<file path="src/rtl/fetch_buffer.sv">
// Instruction queue between fetch and decode: a DEPTH-entry FIFO of
// {instr, pc, pred_taken} with valid/ready handshakes on both sides and a flush.
module fetch_buffer #(
  parameter int unsigned DEPTH = 8
) (
  input  logic                     clk_i,
  input  logic                     rst_i,
  input  logic                     flush_i,
  input  logic                     enq_valid_i,
  output logic                     enq_ready_o,
  input  logic [31:0]              enq_instr_i,
  input  logic [31:0]              enq_pc_i,
  input  logic                     enq_pred_taken_i,
  output logic                     deq_valid_o,
  input  logic                     deq_ready_i,
  output logic [31:0]              deq_instr_o,
  output logic [31:0]              deq_pc_o,
  output logic                     deq_pred_taken_o,
  output logic [$clog2(DEPTH):0]   count_o
);

  localparam int unsigned AW = $clog2(DEPTH);
  localparam logic [AW:0] PtrOne = 1;
  localparam logic [31:0] InstrNop = 32'h0000_0013;

  logic [AW:0] head_q, head_d;
  logic [AW:0] tail_q, tail_d;
  logic [AW:0] count_q, count_d;
  logic [64:0] mem_q [DEPTH];

  logic empty, full, enq_fire, deq_fire;
  logic [64:0] head_entry;

  always_comb begin
    empty    = (head_q == tail_q);
    // Same index with differing wrap bits means tail has lapped head.
    full     = (head_q[AW-1:0] == tail_q[AW-1:0]) && (head_q[AW] != tail_q[AW]);
    enq_fire = enq_valid_i & ~full;
    deq_fire = deq_ready_i & ~empty;
    head_d   = head_q;
    tail_d   = tail_q;
    if (flush_i) begin
      head_d = '0;
      tail_d = '0;
    end else begin
      if (enq_fire) tail_d = tail_q + PtrOne;
      if (deq_fire) head_d = head_q + PtrOne;
    end
    count_d = tail_d - head_d;
  end

  always_ff @(posedge clk_i or posedge rst_i) begin
    if (rst_i) begin
      head_q  <= '0;
      tail_q  <= '0;
      count_q <= '0;
    end else begin
      head_q  <= head_d;
      tail_q  <= tail_d;
      count_q <= count_d;
    end
  end

  // Entry storage is deliberately left unreset.
  always_ff @(posedge clk_i) begin
    if (enq_fire && !flush_i) begin
      mem_q[tail_q[AW-1:0]] <= {enq_instr_i, enq_pc_i, enq_pred_taken_i};
    end
  end

  always_comb begin
    head_entry       = mem_q[head_q[AW-1:0]];
    enq_ready_o      = ~full;
    deq_valid_o      = ~empty;
    count_o          = count_q;
    deq_instr_o      = InstrNop;
    deq_pc_o         = '0;
    deq_pred_taken_o = 1'b0;
    if (!empty) begin
      deq_instr_o      = head_entry[64:33];
      deq_pc_o         = head_entry[32:1];
      deq_pred_taken_o = head_entry[0];
    end
  end

endmodule

</file>
<file path="config.mk">
export PLATFORM = sky130hd
export DESIGN_NAME = fetch_buffer
export DESIGN_NICKNAME = d
export VERILOG_FILES = /design/src/rtl/fetch_buffer.sv
export SDC_FILE = /design/constraint.sdc
export NUM_CORES = 1
export LEC_CHECK = 0
export CAP_MARGIN = 10
export CELL_PAD_IN_SITES_DETAIL_PLACEMENT = 1
export CELL_PAD_IN_SITES_GLOBAL_PLACEMENT = 2
export CORE_MARGIN = 2
export CORE_UTILIZATION = 42
export DETAILED_ROUTE_END_ITERATION = 10
export PLACE_DENSITY_LB_ADDON = 0.2
export SLEW_MARGIN = 20
export SYNTH_ARGS = -nofsm -noshare
export SYNTH_HDL_FRONTEND = slang
export SYNTH_SLANG_ARGS = --single-unit
export TNS_END_PERCENT = 30
</file>
<file path="constraint.sdc">
create_clock -name clk_i -period 7.8 [get_ports clk_i]
set_input_delay 1.17 -clock clk_i [delete_from_list [all_inputs] [get_ports clk_i]]
set_output_delay 1.17 -clock clk_i [all_outputs]
set_load 0.01 [all_outputs]
</file>
==> flow_metrics.env, run 1 <==
export IMPL_syn_cell_area_um2=20500
export IMPL_critPathBufInv=2
export IMPL_yosysTopAreaCell="edfxtp_1"
export IMPL_hp_class="reg2reg"
export IMPL_cts_sinks=532
export IMPL_dominantRegCellSynth="edfxtp_1"
export IMPL_setup_viol=0
export IMPL_fin_crit_sh_pct=61.6
export IMPL_h_tree_depth=2
export IMPL_end_kind="output pin"
export IMPL_rsz0062_at_grt="false"
export IMPL_leakagePower_nw=7.53
export IMPL_yosys_warnings=0
export IMPL_slew_headroom_pct=25.4
export IMPL_num_vias=9453
export IMPL_post_cts_buffers=0
export IMPL_fin_hold_ws_ns=0.673
export IMPL_critPathKind="reg2out"
export IMPL_ys_seq_area_share_pct=77.5
export IMPL_grt_pass1_vias=10400
export IMPL_io_buffers=140
export IMPL_cts_tree="done"
export IMPL_hold_buffers=0
export IMPL_cp_required_ns=6.63
export IMPL_drt_iter0_drc=670
export IMPL_combPwrFrac_pct=16.3
export IMPL_yosysTopAreaCellShare_pct=76.0
export IMPL_swShare_pct=23.1
export IMPL_slowest_stage="buf_4"
export IMPL_dieArea_um2=50700
export IMPL_rows=81
export IMPL_grt_pass1_wl_um=66500
export IMPL_path_clk_slew_ns=0.06
export IMPL_synth_cell_types=36
export IMPL_track_usage_pct=17.9
export IMPL_first_pass_iters=4
export IMPL_power_switching_mw=1.66
export IMPL_drv_slew=0
export IMPL_drive_above_1_share_pct=21.9
export IMPL_cpPeakStageDelay_ns=0.74
export IMPL_total_power_mw=7.15
export IMPL_place_area_um2=22700
export IMPL_critPathMaxFanout=41
export IMPL_finalHoldViolations=0
export IMPL_ys_ff_latch=532
export IMPL_utilization_pct=50.6
export IMPL_fp_dieW_um=225
export IMPL_post_drt_via_cell_ratio=5.42
export IMPL_drv_cap=0
export IMPL_vdd_drop_max_uv=249
export IMPL_cts_buffers=56
export IMPL_area_delta_synth_final_pct=19.7
export IMPL_wl_per_cell_um=25.1
export IMPL_route_detailed_drc=0
export IMPL_fmax_ghz=0.208
export IMPL_overflow=0
export IMPL_core_um2=48600
export IMPL_place_gp_congestion=0.684
export IMPL_synth_most_common_cell="edfxtp_1"
export IMPL_cp_start_kind="register"
export IMPL_antenna_found_initial=4
export IMPL_synth_nets=983
export IMPL_wl_um=43800
export IMPL_cts_root_buf="clkbuf_16"
export IMPL_cp_top_family="buffers and inverters"
export IMPL_syn_inst=907
export IMPL_insertion_delay_ns=0.60
export IMPL_p_clk_share_pct=38.5
export IMPL_skew_ns=0.0145
export IMPL_final_area_um2=24600
export IMPL_num_io_pins=141
export IMPL_power_internal_mw=5.50
export IMPL_worst_endpoint_arrival_ns=3.63
export IMPL_die_h_um=225
export IMPL_start_util_pct=42.2
export IMPL_netlist_top_cells_area="edfxtp_1 76%, mux4_2 14%, mux2i_1 3.3%"
export IMPL_final_nets=1152
export IMPL_min_period_ns=4.80
export IMPL_synth_async_reset_ratio_pct=2.26
export IMPL_outcome="completed"
export IMPL_cts_max_path_buffers=3
export IMPL_synth_common_cells="520 x edfxtp_1, 130 x mux4_2, 75 x nor2_1"
export IMPL_post_cts_resized=0
export IMPL_powerDensity_nw_per_um2=291
export IMPL_dp_hpwl_um=22900
export IMPL_crit_chain="buf_4 -> mux4_2 -> mux2i_1 -> nor2_1 -> clkdlybuf4s50_1"
export IMPL_grt_max_degree=56
export IMPL_ant_nets=0
export IMPL_seqPwrFrac_pct=45.2
export IMPL_tightest_slew_ns=1.12
export IMPL_synth_enable_flop_cells=520
export IMPL_avgSynthCellArea_um2=22.6
[sequential cells by signal, summed over array words and instances, names as in the netlist]
signal,cells
tail_q,4
mem_q,520
head_q,4
count_o,4
[worst reg2reg max path: stages, from the launching register on]
cell	delay, ns
dfrtp_4	0.69
xnor2_4	0.34
nand3_4	0.12
nor2_4	0.49
buf_4	0.43
inv_2	0.15
nand2_2	0.11
mux2i_1	0.09
or2_1	0.28
ha_1	0.30
a21o_1	0.16
a21oi_1	0.17
xnor2_1	0.16
xnor2_1	0.14
[kinds of logic after synthesis]
logic type / synth area share (%)
fa+ha+maj: 0.402
simple gates: 2.12
xor+xnor: 0.743
flops: 77.5
mux: 17.5
compound gates: 0.384
buf+inv: 1.36
[placed cells by master (no fill, tap or decap), types with 2 or more instances in the layout]
cell	synthesis	layout
clkinv_2	0	6
clkbuf_16	0	57
dfrtp_1	12	9
dfrtp_4	0	3
xor2_1	5	5
nor2_4	1	7
clkbuf_1	12	12
ha_1	5	5
xnor2_4	3	3
inv_1	6	6
bufinv_16	0	11
nand4_1	3	3
edfxtp_1	520	520
nor2_1	75	69
a21oi_1	2	2
clkdlybuf4s50_1	0	140
mux4_2	130	130
clkinv_1	0	16
nand2_1	8	8
buf_4	10	18
or2_1	3	3
mux2i_1	67	67
xnor2_1	3	3
[cell type report]
class,count,area [um2]
repair buffers,158,1540
inverters,7,26.3
clock buffers,69,1470
multi-input cells,321,4410
fillers,4274,24100
clock inverters,35,438
diodes,1,2.50
well taps,622,778
flip-flops and latches,532,15900
[metal layers]
layer	vias to the layer above	GRT usage, %	wire length (um)
met1	5088	24.2	19100
met2	180	29.6	21800
met4	8	5.15	889
met5	-	0	55
met3	78	3.72	1940
li1	4099	-	-
[power by group through the flow]
stage / Combinational (mW) / Sequential (mW) / Clock (mW)
final: 1.17 / 3.24 / 2.75
after global routing: 1.27 / 3.24 / 2.92
after CTS: 1.21 / 3.24 / 2.82
after detailed placement: 1.20 / 3.30 / 0
after global placement: 1.20 / 3.30 / 0
after floorplan: 0.721 / 3.27 / 0
[stage by stage]
step | cells | TNS [ns] | worst slack [ns]
after floorplan | 907 | -40.51 | -0.623
after global placement | 1640 | 0 | 3.46
after detailed placement | 1640 | 0 | 3.35
after CTS | 1744 | 0 | 2.84
after global routing | 1744 | 0 | 2.71
final | 1745 | 0 | 3.00
[final timing paths]
kind | slack (ns) | to | start | depth (start not counted)
hold reg to reg | 0.67 | tail_q[3] | tail_q[3] | 2
min in group asynchronous | 0.91 | head_q[0] | rst_i | 2
setup / recovery | 3.00 | deq_pred_taken_o | head_q[0] | 5
max in group asynchronous | 6.52 | head_q[1] | rst_i | 2
setup reg to reg | 4.08 | count_o[3] | head_q[2] | 13
hold / removal | 0.67 | tail_q[3] | tail_q[3] | 2
Power figures use the tool's default switching activity.
==> run 2, diff against run 1 <==
==> constraint.sdc (replaced) <==
create_clock -name clk_i -period 4.25 [get_ports clk_i]
set_input_delay 0.6375 -clock clk_i [delete_from_list [all_inputs] [get_ports clk_i]]
set_output_delay 0.6375 -clock clk_i [all_outputs]
set_load 0.01 [all_outputs]
==> run 2 against run 1 <==
- die area did not move
- highest routed layer unchanged
- global-route usage rose by 0.29 points
- clock power grew 64%
- clock-buffer cell count down 1
- critical endpoint is now deq_instr_o[17]
- sequential cell count unchanged
- core utilization rose by 0.11 points
- critical path type unchanged
==> flow_metrics.env, run 2 (synthesis results as in run 1) <==
export IMPL_fin_crit_sh_pct=93.1
export IMPL_overflow=0
export IMPL_swShare_pct=23.9
export IMPL_powerDensity_nw_per_um2=515
export IMPL_die_h_um=225
export IMPL_timing_rr_start="head_q[0]"
export IMPL_min_period_ns=3.96
export IMPL_ff2ff_setup_slack_ns=1.08
export IMPL_fmax_ghz=0.253
export IMPL_drv_cap=0
export IMPL_grt_max_degree=79
export IMPL_cts_buffers=55
export IMPL_drive_above_1_share_pct=23.3
export IMPL_vdd_drop_max_uv=338
export IMPL_antenna_found_initial=7
export IMPL_route_detailed_drc=0
export IMPL_power_internal_mw=9.65
export IMPL_layout_common_cells="520 x edfxtp_1, 140 x clkdlybuf4s50_1, 130 x mux4_2"
export IMPL_power_switching_mw=3.04
export IMPL_dp_hpwl_um=24800
export IMPL_post_cts_resized=0
export IMPL_worst_endpoint_arrival_ns=3.32
export IMPL_cts_max_path_buffers=3
export IMPL_critPathMaxFanout=36
export IMPL_ant_nets=0
export IMPL_hold_buffers=0
export IMPL_io_buffers=140
export IMPL_outcome="completed"
export IMPL_tightest_slew_ns=0.819
export IMPL_setup_viol=0
export IMPL_drt_iter0_drc=586
export IMPL_path_clk_slew_ns=0.06
export IMPL_core_um2=48600
export IMPL_post_cts_buffers=0
export IMPL_wl_per_cell_um=25.3
export IMPL_seqPwrFrac_pct=47.0
export IMPL_num_io_pins=141
export IMPL_wl_um=44500
export IMPL_post_drt_via_cell_ratio=5.40
export IMPL_crit_start="head_q[0]"
export IMPL_place_gp_congestion=0.672
export IMPL_rows=81
export IMPL_skew_ns=0.0254
export IMPL_grt_pass1_vias=10500
export IMPL_leakagePower_nw=7.55
export IMPL_cp_start_kind="register"
export IMPL_cts_tree="done"
export IMPL_finalHoldViolations=0
export IMPL_multi_input_comb_area_um2=4420
export IMPL_fillers=4332
export IMPL_combPwrFrac_pct=17.6
export IMPL_rsz0062_at_grt="false"
export IMPL_num_vias=9500
export IMPL_first_pass_iters=4
export IMPL_regArea_um2=15900
export IMPL_track_usage_pct=18.2
export IMPL_dieArea_um2=50700
export IMPL_h_tree_depth=2
export IMPL_reg2regPathDepth=12
export IMPL_largest_reg_flops=520
export IMPL_hp_class="in2async"
export IMPL_start_util_pct=42.2
export IMPL_cp_required_ns=3.61
export IMPL_layout_commonest_cell="edfxtp_1"
export IMPL_r2r_end="count_o[3]"
export IMPL_cts_sinks=532
export IMPL_drv_slew=0
export IMPL_p_clk_share_pct=35.5
export IMPL_slew_headroom_pct=45.4
export IMPL_place_area_um2=23000
export IMPL_final_nets=1167
export IMPL_total_power_mw=12.7
export IMPL_critPathKind="reg2out"
export IMPL_utilization_pct=50.7
export IMPL_end_kind="output pin"
export IMPL_insertion_delay_ns=0.59
export IMPL_final_area_um2=24600
export IMPL_crit_end="deq_instr_o[17]"
export IMPL_area_delta_synth_final_pct=20.0
export IMPL_grt_pass1_wl_um=67700
export IMPL_cts_root_buf="clkbuf_16"
export IMPL_fp_dieW_um=225
[run 2: cell count changes in the layout (fill, tap and decap cells not counted), sizes merged]
cell,change
clkinv,+3
clkbuf,-1
bufinv,-8
clkinvlp,+3
buf,+16
[run 2: metrics by stage]
stage,hold slack (ns),worst slack (ns),cells,TNS (ns)
6_report,0.405,0.293,1758,0
5_1_grt,0.448,0.0543,1758,0
4_1_cts,0.408,0.201,1757,0
3_5_place_dp,0.673,0.866,1656,0
3_3_place_gp,0.666,0.856,1656,0
2_1_floorplan,0.502,-0.936,907,-171.70
[run 2: final cells by class]
cell class                      count  area share [%]
Sequential cell                   532            64.6
Multi-Input combinational cell    321            17.9
Timing Repair Buffer              174            7.33
Clock buffer                       68            5.86
Tap cell                          622            3.16
Clock inverter                     33           0.960
Inverter                            7           0.107
Antenna cell                        1          0.0102
[run 2: per-layer routing]
layer	track usage, %	part of all wire (%)	routed length [um]	vias to the layer above
li1	-	-	-	4119
met1	25.1	45	19800	5104
met2	29.9	49	21800	197
met3	3.73	4.6	2050	68
met4	4.38	1.7	745	12
met5	0	0.18	79	-
[run 2: power groups by stage]
stage | combinational (mW) | clock (mW) | sequential, mW
detailed placement | 2.29 | 0 | 6.08
CTS | 2.30 | 4.61 | 5.97
global placement | 2.27 | 0 | 6.07
floorplan | 1.32 | 0 | 6.00
finish | 2.23 | 4.50 | 5.96
global route | 2.42 | 4.80 | 5.98
[run 2: worst min path at each step]
| stage | from | to | cells after the start |
|---|---|---|---|
| finish | rst_i | count_o[0] | 2 |
| global route | rst_i | count_o[0] | 2 |
| CTS | rst_i | count_o[0] | 2 |
| detailed placement | tail_q[3] | tail_q[3] | 2 |
| global placement | tail_q[3] | tail_q[3] | 2 |
| floorplan | rst_i | count_o[0] | 1 |
[run 2: worst max-delay path, cell delays in order, from the launching register on]
cell	delay, ns
dfrtp_4	0.95
buf_4	0.34
mux4_2	0.52
mux2i_1	0.30
nor2_1	0.08
clkdlybuf4s50_1	0.49
